### config.mk
export PLATFORM = sky130hd
export DESIGN_NAME = bnn_xnor_kernel_flat
export DESIGN_NICKNAME = d
export VERILOG_FILES = /design/src/rtl/bnn_xnor_kernel_if.sv /design/src/rtl/bnn_xnor_kernel.sv /design/src/flat_wrapper.sv
export SDC_FILE = /design/constraint.sdc
export NUM_CORES = 1
export LEC_CHECK = 0
export ABC_CLOCK_PERIOD_IN_PS = 800
export CAP_MARGIN = 30
export CORE_MARGIN = 2
export CORE_UTILIZATION = 42
export DETAILED_ROUTE_END_ITERATION = 16
export GPL_TIMING_DRIVEN = 0
export PLACE_DENSITY_LB_ADDON = 0.3
export SKIP_CTS_REPAIR_TIMING = 1
export SYNTH_ARGS = -nofsm -noshare
export SYNTH_HDL_FRONTEND = slang
export SYNTH_SLANG_ARGS = --single-unit
### constraint.sdc
create_clock -name clk_in -period 0.8 [get_ports clk_in]
set_input_delay 0.16 -clock clk_in [delete_from_list [all_inputs] [get_ports clk_in]]
set_output_delay 0.16 -clock clk_in [all_outputs]
set_load 0.02 [all_outputs]
### src/rtl/bnn_xnor_kernel_if.sv
// Operand and partial-sum bus for one BNN XNOR kernel PE.
// The master drives the window and psum_in; the slave returns psum_out.
interface bnn_xnor_kernel_if #(
    parameter int N_TAPS = 9,
    parameter int PSUM_W = 7
);
    logic [N_TAPS-1:0] activation_in;
    logic [N_TAPS-1:0] weight_in;
    logic [PSUM_W-1:0] psum_in;
    logic [PSUM_W-1:0] psum_out;

    modport master (
        output activation_in,
        output weight_in,
        output psum_in,
        input  psum_out
    );

    modport slave (
        input  activation_in,
        input  weight_in,
        input  psum_in,
        output psum_out
    );
endinterface

### src/rtl/bnn_xnor_kernel.sv
// 3x3 binary convolution PE: XNOR-popcount of a window plus an
// incoming partial sum, registered once, wrapping modulo 2^PSUM_W.
module bnn_xnor_kernel #(
    parameter int N_TAPS = 9,
    parameter int PSUM_W = 7
) (
    input  logic                clk_in,
    input  logic                rst_in,
    bnn_xnor_kernel_if.slave    bus
);

    logic [N_TAPS-1:0] match;
    logic [PSUM_W-1:0] pop;
    logic [PSUM_W-1:0] sum_next;
    logic [PSUM_W-1:0] psum_q;

    // Tap k of the activation pairs only with tap k of the weight.
    assign match = ~(bus.activation_in ^ bus.weight_in);

    // Count matching taps; PSUM_W is wide enough to hold N_TAPS.
    always_comb begin
        pop = '0;
        for (int k = 0; k < N_TAPS; k++) begin
            pop = pop + PSUM_W'(match[k]);
        end
    end

    // Unsigned add, overflow intentionally wraps (no saturation).
    assign sum_next = bus.psum_in + pop;

    // Output register; reset clears it without waiting for a clock.
    always_ff @(posedge clk_in or negedge rst_in) begin
        if (!rst_in) begin
            psum_q <= '0;
        end else begin
            psum_q <= sum_next;
        end
    end

    assign bus.psum_out = psum_q;

endmodule

### src/flat_wrapper.sv
// flat-port wrapper written by rule: the top's interface ports become plain ports
module bnn_xnor_kernel_flat 
#(
    parameter int N_TAPS = 9,
    parameter int PSUM_W = 7
)
  (clk_in, rst_in, bus_activation_in, bus_weight_in, bus_psum_in, bus_psum_out);
  bnn_xnor_kernel_if #(.N_TAPS(N_TAPS), .PSUM_W(PSUM_W)) bus_i ();
  input  logic clk_in;
  input  logic rst_in;
  input wire logic [$bits(bus_i.activation_in)-1:0] bus_activation_in;
  input wire logic [$bits(bus_i.weight_in)-1:0] bus_weight_in;
  input wire logic [$bits(bus_i.psum_in)-1:0] bus_psum_in;
  output wire logic [$bits(bus_i.psum_out)-1:0] bus_psum_out;
  assign bus_i.activation_in = bus_activation_in;
  assign bus_i.weight_in = bus_weight_in;
  assign bus_i.psum_in = bus_psum_in;
  assign bus_psum_out = bus_i.psum_out;
  bnn_xnor_kernel #(.N_TAPS(N_TAPS), .PSUM_W(PSUM_W)) u_core (.clk_in(clk_in), .rst_in(rst_in), .bus(bus_i));
endmodule
== Word level (Yosys, flattened, before mapping) ==
Cells that the tools add are included.
Widths: inputs -> output; s select.

* Bits of input ports: 27
* Flip-flop bits (word level): 7
* Word-level logic and storage cells: 12

* Bitwise operators: 2
* $add $sub $neg: 9

{| class="wikitable"
|+ Operators by type and width
! operator !! count
|-
| $add 7x1->7 || 7
|-
| $not 9->9 || 1
|-
| $xor 9x9->9 || 1
|-
| $add 7x7->7 || 1
|-
| $add 1x1->2 || 1
|}

== Logic depth before layout (Yosys ltp) ==
Gate-level depths: netlist (run 1).

* Depth after elaboration: 11
* Mapped depth: 14
* Gate-level depth less buffers: 14

== Worst setup path after synthesis (run 1) ==
OpenSTA, ideal clock, no wires.

* Path type: in2reg
* Start point: input port bus_activation_in[0]
* End point: register u_core.psum_q[6] (netlist: u_core.bus.psum_out[6])
* Path buffers: 0
* Arrival: 3394 ps
* Path slack: -2716 ps
* Cell stages on the path: 14
* Cell sequence: xnor2_1 ha_1 inv_1 fa_1 fa_1 inv_1 fa_1 inv_1 fa_1 inv_1 fa_1 a21o_1 a221o_1 xor2_1

* Cells in the longest elaborated chain, start to end: 11

{| class="wikitable"
|+ RTL lines
! item !! line !! RTL
|-
| from (decl) || flat_wrapper.sv:11 || <nowiki>input wire logic [$bits(bus_i.activation_in)-1:0] bus_activation_in;</nowiki>
|-
| $xor 9x9->9 || bnn_xnor_kernel.sv:18 || <nowiki>assign match = ~(bus.activation_in ^ bus.weight_in);</nowiki>
|-
| $not 9->9 || bnn_xnor_kernel.sv:18 ||
|-
| $add 1x1->2 || bnn_xnor_kernel.sv:24 || <nowiki>pop = pop + PSUM_W'(match[k]);</nowiki>
|-
| $add 7x1->7 (7 in series) || bnn_xnor_kernel.sv:24 ||
|-
| $add 7x7->7 || bnn_xnor_kernel.sv:29 || <nowiki>assign sum_next = bus.psum_in + pop;</nowiki>
|-
| net u_core.sum_next[6] || bnn_xnor_kernel.sv:14 || <nowiki>logic [PSUM_W-1:0] sum_next;</nowiki>
|-
| to (signal assigned) || bnn_xnor_kernel.sv:36 || <nowiki>psum_q <= sum_next;</nowiki>
|-
| to (decl) || bnn_xnor_kernel.sv:15 || <nowiki>logic [PSUM_W-1:0] psum_q;</nowiki>
|}

The timed path passes the listed nets, and every way through them passes these cells.

== Final worst setup path (run 1) ==
Same ends and word-level chain as after synthesis.

==> results.md, run 1 <==
- Antenna viol nets, final: 0
- First-pass GRT wire length: 2035 um
- Initial antenna violation count: 0
- Post-synth EDFFs: 0
- PnR worst setup slack: -2590 ps
- HPWL after DPL: 1080 um
- Fraction of the mapped netlist area in simple logic gates: 9.158%
- Pin count of the biggest net entering global routing: 9
- Largest stage delay, worst path: 540 ps
- Largest register FFs: 7
- CTS tree: built
- Synth area leaders: dfrtp_1, ha_1, fa_1
- Final Cell Area: 1112 um2
- Via count: 578
- Core area: 1524 um2
- Dpl ws: -3182 ps
- Post-Synth Adder-Cell Area: 34.80%
- Slew Viols, Final: 0
- Syn nets: 106
- Drt total wl: 1164 um
- Maximum vdd drop: 1.403 mV
- WP data required: 920 ps
- Mux cell area share after synthesis: 0%
- Post-layout util: 72.99%
- GRT Util Overall: 13.78%
- Via density: 4.857
- Crit path buf inv count: 5
- Number of synthesized register bits: 7
- CP Max Fanout: 2
- Area after DPL: 1039 um2
- RSZ-0062 raised after global routing: true
- Max_slew headroom: 79.83%
- Worst hold slack: 169.1 ps
- Syn Inst Count: 63
- Crit path kind: in -> reg
- CP arrival: 3510 ps
- Initial DRT Pass Iterations: 2
- CP delay by family, top: adder cells
- Clock net sink count: 7
- Hold Violations, Final: 0
- Failing checks: setup timing
- Root buf cell: clkbuf_4
- WL/cell: 9.782 um
- Worst-Margin Slew: 298.7 ps
- Yosys top cell area share: 25.64%
- PwrDens: 2543 nW/um2
- Main synth FF type: dfrtp_1
- Grt ovf: 0
- Status: complete, but fails checks
- Ratio of cells with drive above 1 in the final layout: 29.13%
- Ys async rst share: 100.0%
- Count leader, synth: ha_1
- # DRC: 0
- # diodes: 0
- Period Utilization, post-route: 423.7%
- H-tree levels: 1
- CP max stage cell: fa_1
- Row count: 14
- Total power draw: 2.828 mW
- Register area share after synthesis: 25.64%
- Gpl congestion: 0.6947
- Max clock buf depth: 2
- Setup Viol. Count Final: 14
- Hold WC Path Type: in -> async
- Avg Inst Size Synth: 10.84 um2
- Post-synthesis compound-gate area fraction: 10.62%
- TNS Setup: -16540 ps
- Initial Util: 44.83%
- Post-layout min period: 3390 ps
- CP Capture Type: flop
- Synth Area in XOR/XNOR: 15.38%
- Placed cells: 112
- DRT iter0 DRCs: 6
- Largest area contributor in the netlist: dfrtp_1
- Top cells by count, synth: ha_1, inv_1, dfrtp_1, xor2_1
- Layout area overhead: 62.82%
- Pleak: 0.5585 nW
- Post-synth cell types: 22
- Post-Syn Area: 683.2 um2
- Fmax: 295.0 MHz
- Cells along the critical path: buf_6, xnor2_2, ha_1, inv_2, fa_1, fa_1, inv_1, fa_1, inv_2, fa_2, inv_2, fa_2, a21o_1, a221o_1, xor2_1
- Number of buffers created by CTS: 3
- I/O Pins: 34
- Yosys warnings: 0
- CP startpoint kind: input port
- Port Buffers: 33
- Max_cap viols: 0
- Vias in the first global route: 563
- DIE HEIGHT: 44.33 um
- Clk pin slew, worst setup/hold paths: 50 ps
- Nets: 147
- Die ar.: 1965 um2
- Horiz. Die Dim: 44.33 um
- Non-filler instance count after layout: 119
- Main combinational cell family by area after synthesis: adder cells
-- logic make-up after synthesis --
family	count (synthesis)
flip-flops	7
AO/OA/AOI/OAI	10
XOR/XNOR	12
buffers and inverters	8
adder cells (fa/ha/maj)	16
AND/OR/NAND/NOR	10
-- worst max-delay path by stage --
stage / depth (start not counted) / startpoint / to
after floorplan: 14 / bus_activation_in[0] / u_core.bus.psum_out[6]$_DFF_PN0_
after global placement: 15 / bus_weight_in[0] / u_core.bus.psum_out[6]$_DFF_PN0_
after detailed placement: 15 / bus_weight_in[0] / u_core.bus.psum_out[6]$_DFF_PN0_
after CTS: 15 / bus_weight_in[0] / u_core.bus.psum_out[6]$_DFF_PN0_
after global routing: 15 / bus_activation_in[0] / u_core.bus.psum_out[6]$_DFF_PN0_
final: 15 / bus_activation_in[0] / u_core.bus.psum_out[6]$_DFF_PN0_
-- power breakdown --
part / switching, mW / internal, mW
Sequential: 0.0662 / 0.525
Clock: 0.105 / 0.189
Combinational: 0.887 / 1.06
-- cell usage in the layout, fill, tap and decap left out --
master            n
nor2_1            3
dfrtp_1           7
ha_1             11
a21o_1            1
and3_1            1
clkbuf_4          3
o31a_1            1
o211ai_1          1
o21ai_1           1
a221o_1           1
a211oi_1          1
xnor2_1           4
clkbuf_1          1
inv_2             4
o311ai_0          1
fa_2              2
xnor2_2           1
and3_2            1
clkdlybuf4s50_1  20
buf_4             3
dlymetal6s2s_1    2
a21oi_2           1
inv_1             4
buf_6             9
nand2_1           1
xor2_1            7
o21a_1            1
fa_1              3
nor2b_4           1
clkbuf_2          2
a21oi_1           1
and3b_2           1
and2b_2           2
-- layer usage --
| layer | wire, um | share of wire [%] | global-route usage (%) | up-vias |
|---|---|---|---|---|
| met5 | 0 | 0 | 0 | - |
| met4 | 0 | 0 | 5.455 | 0 |
| met3 | 70 | 6.0 | 1.224 | 0 |
| met2 | 673 | 58 | 29.12 | 21 |
| met1 | 420 | 36 | 13.04 | 262 |
| li1 | - | - | - | 295 |
-- layout make-up --
class	count	area [um2]
Timing Repair Buffer	36	359.1
Clock buffer	4	26.28
Fill cell	122	411.6
Multi-Input combinational cell	48	501.7
Inverter	8	30.03
Sequential cell	7	175.2
Tap cell	16	20.02
Power figures use the tool's default switching activity.
==> run 2, diff against run 1 <==
CTS_CLUSTER_DIAMETER = 30   (was default)
==> results of run 2 <==
The final DEF is identical to that of run 1; final timing and power are the same.
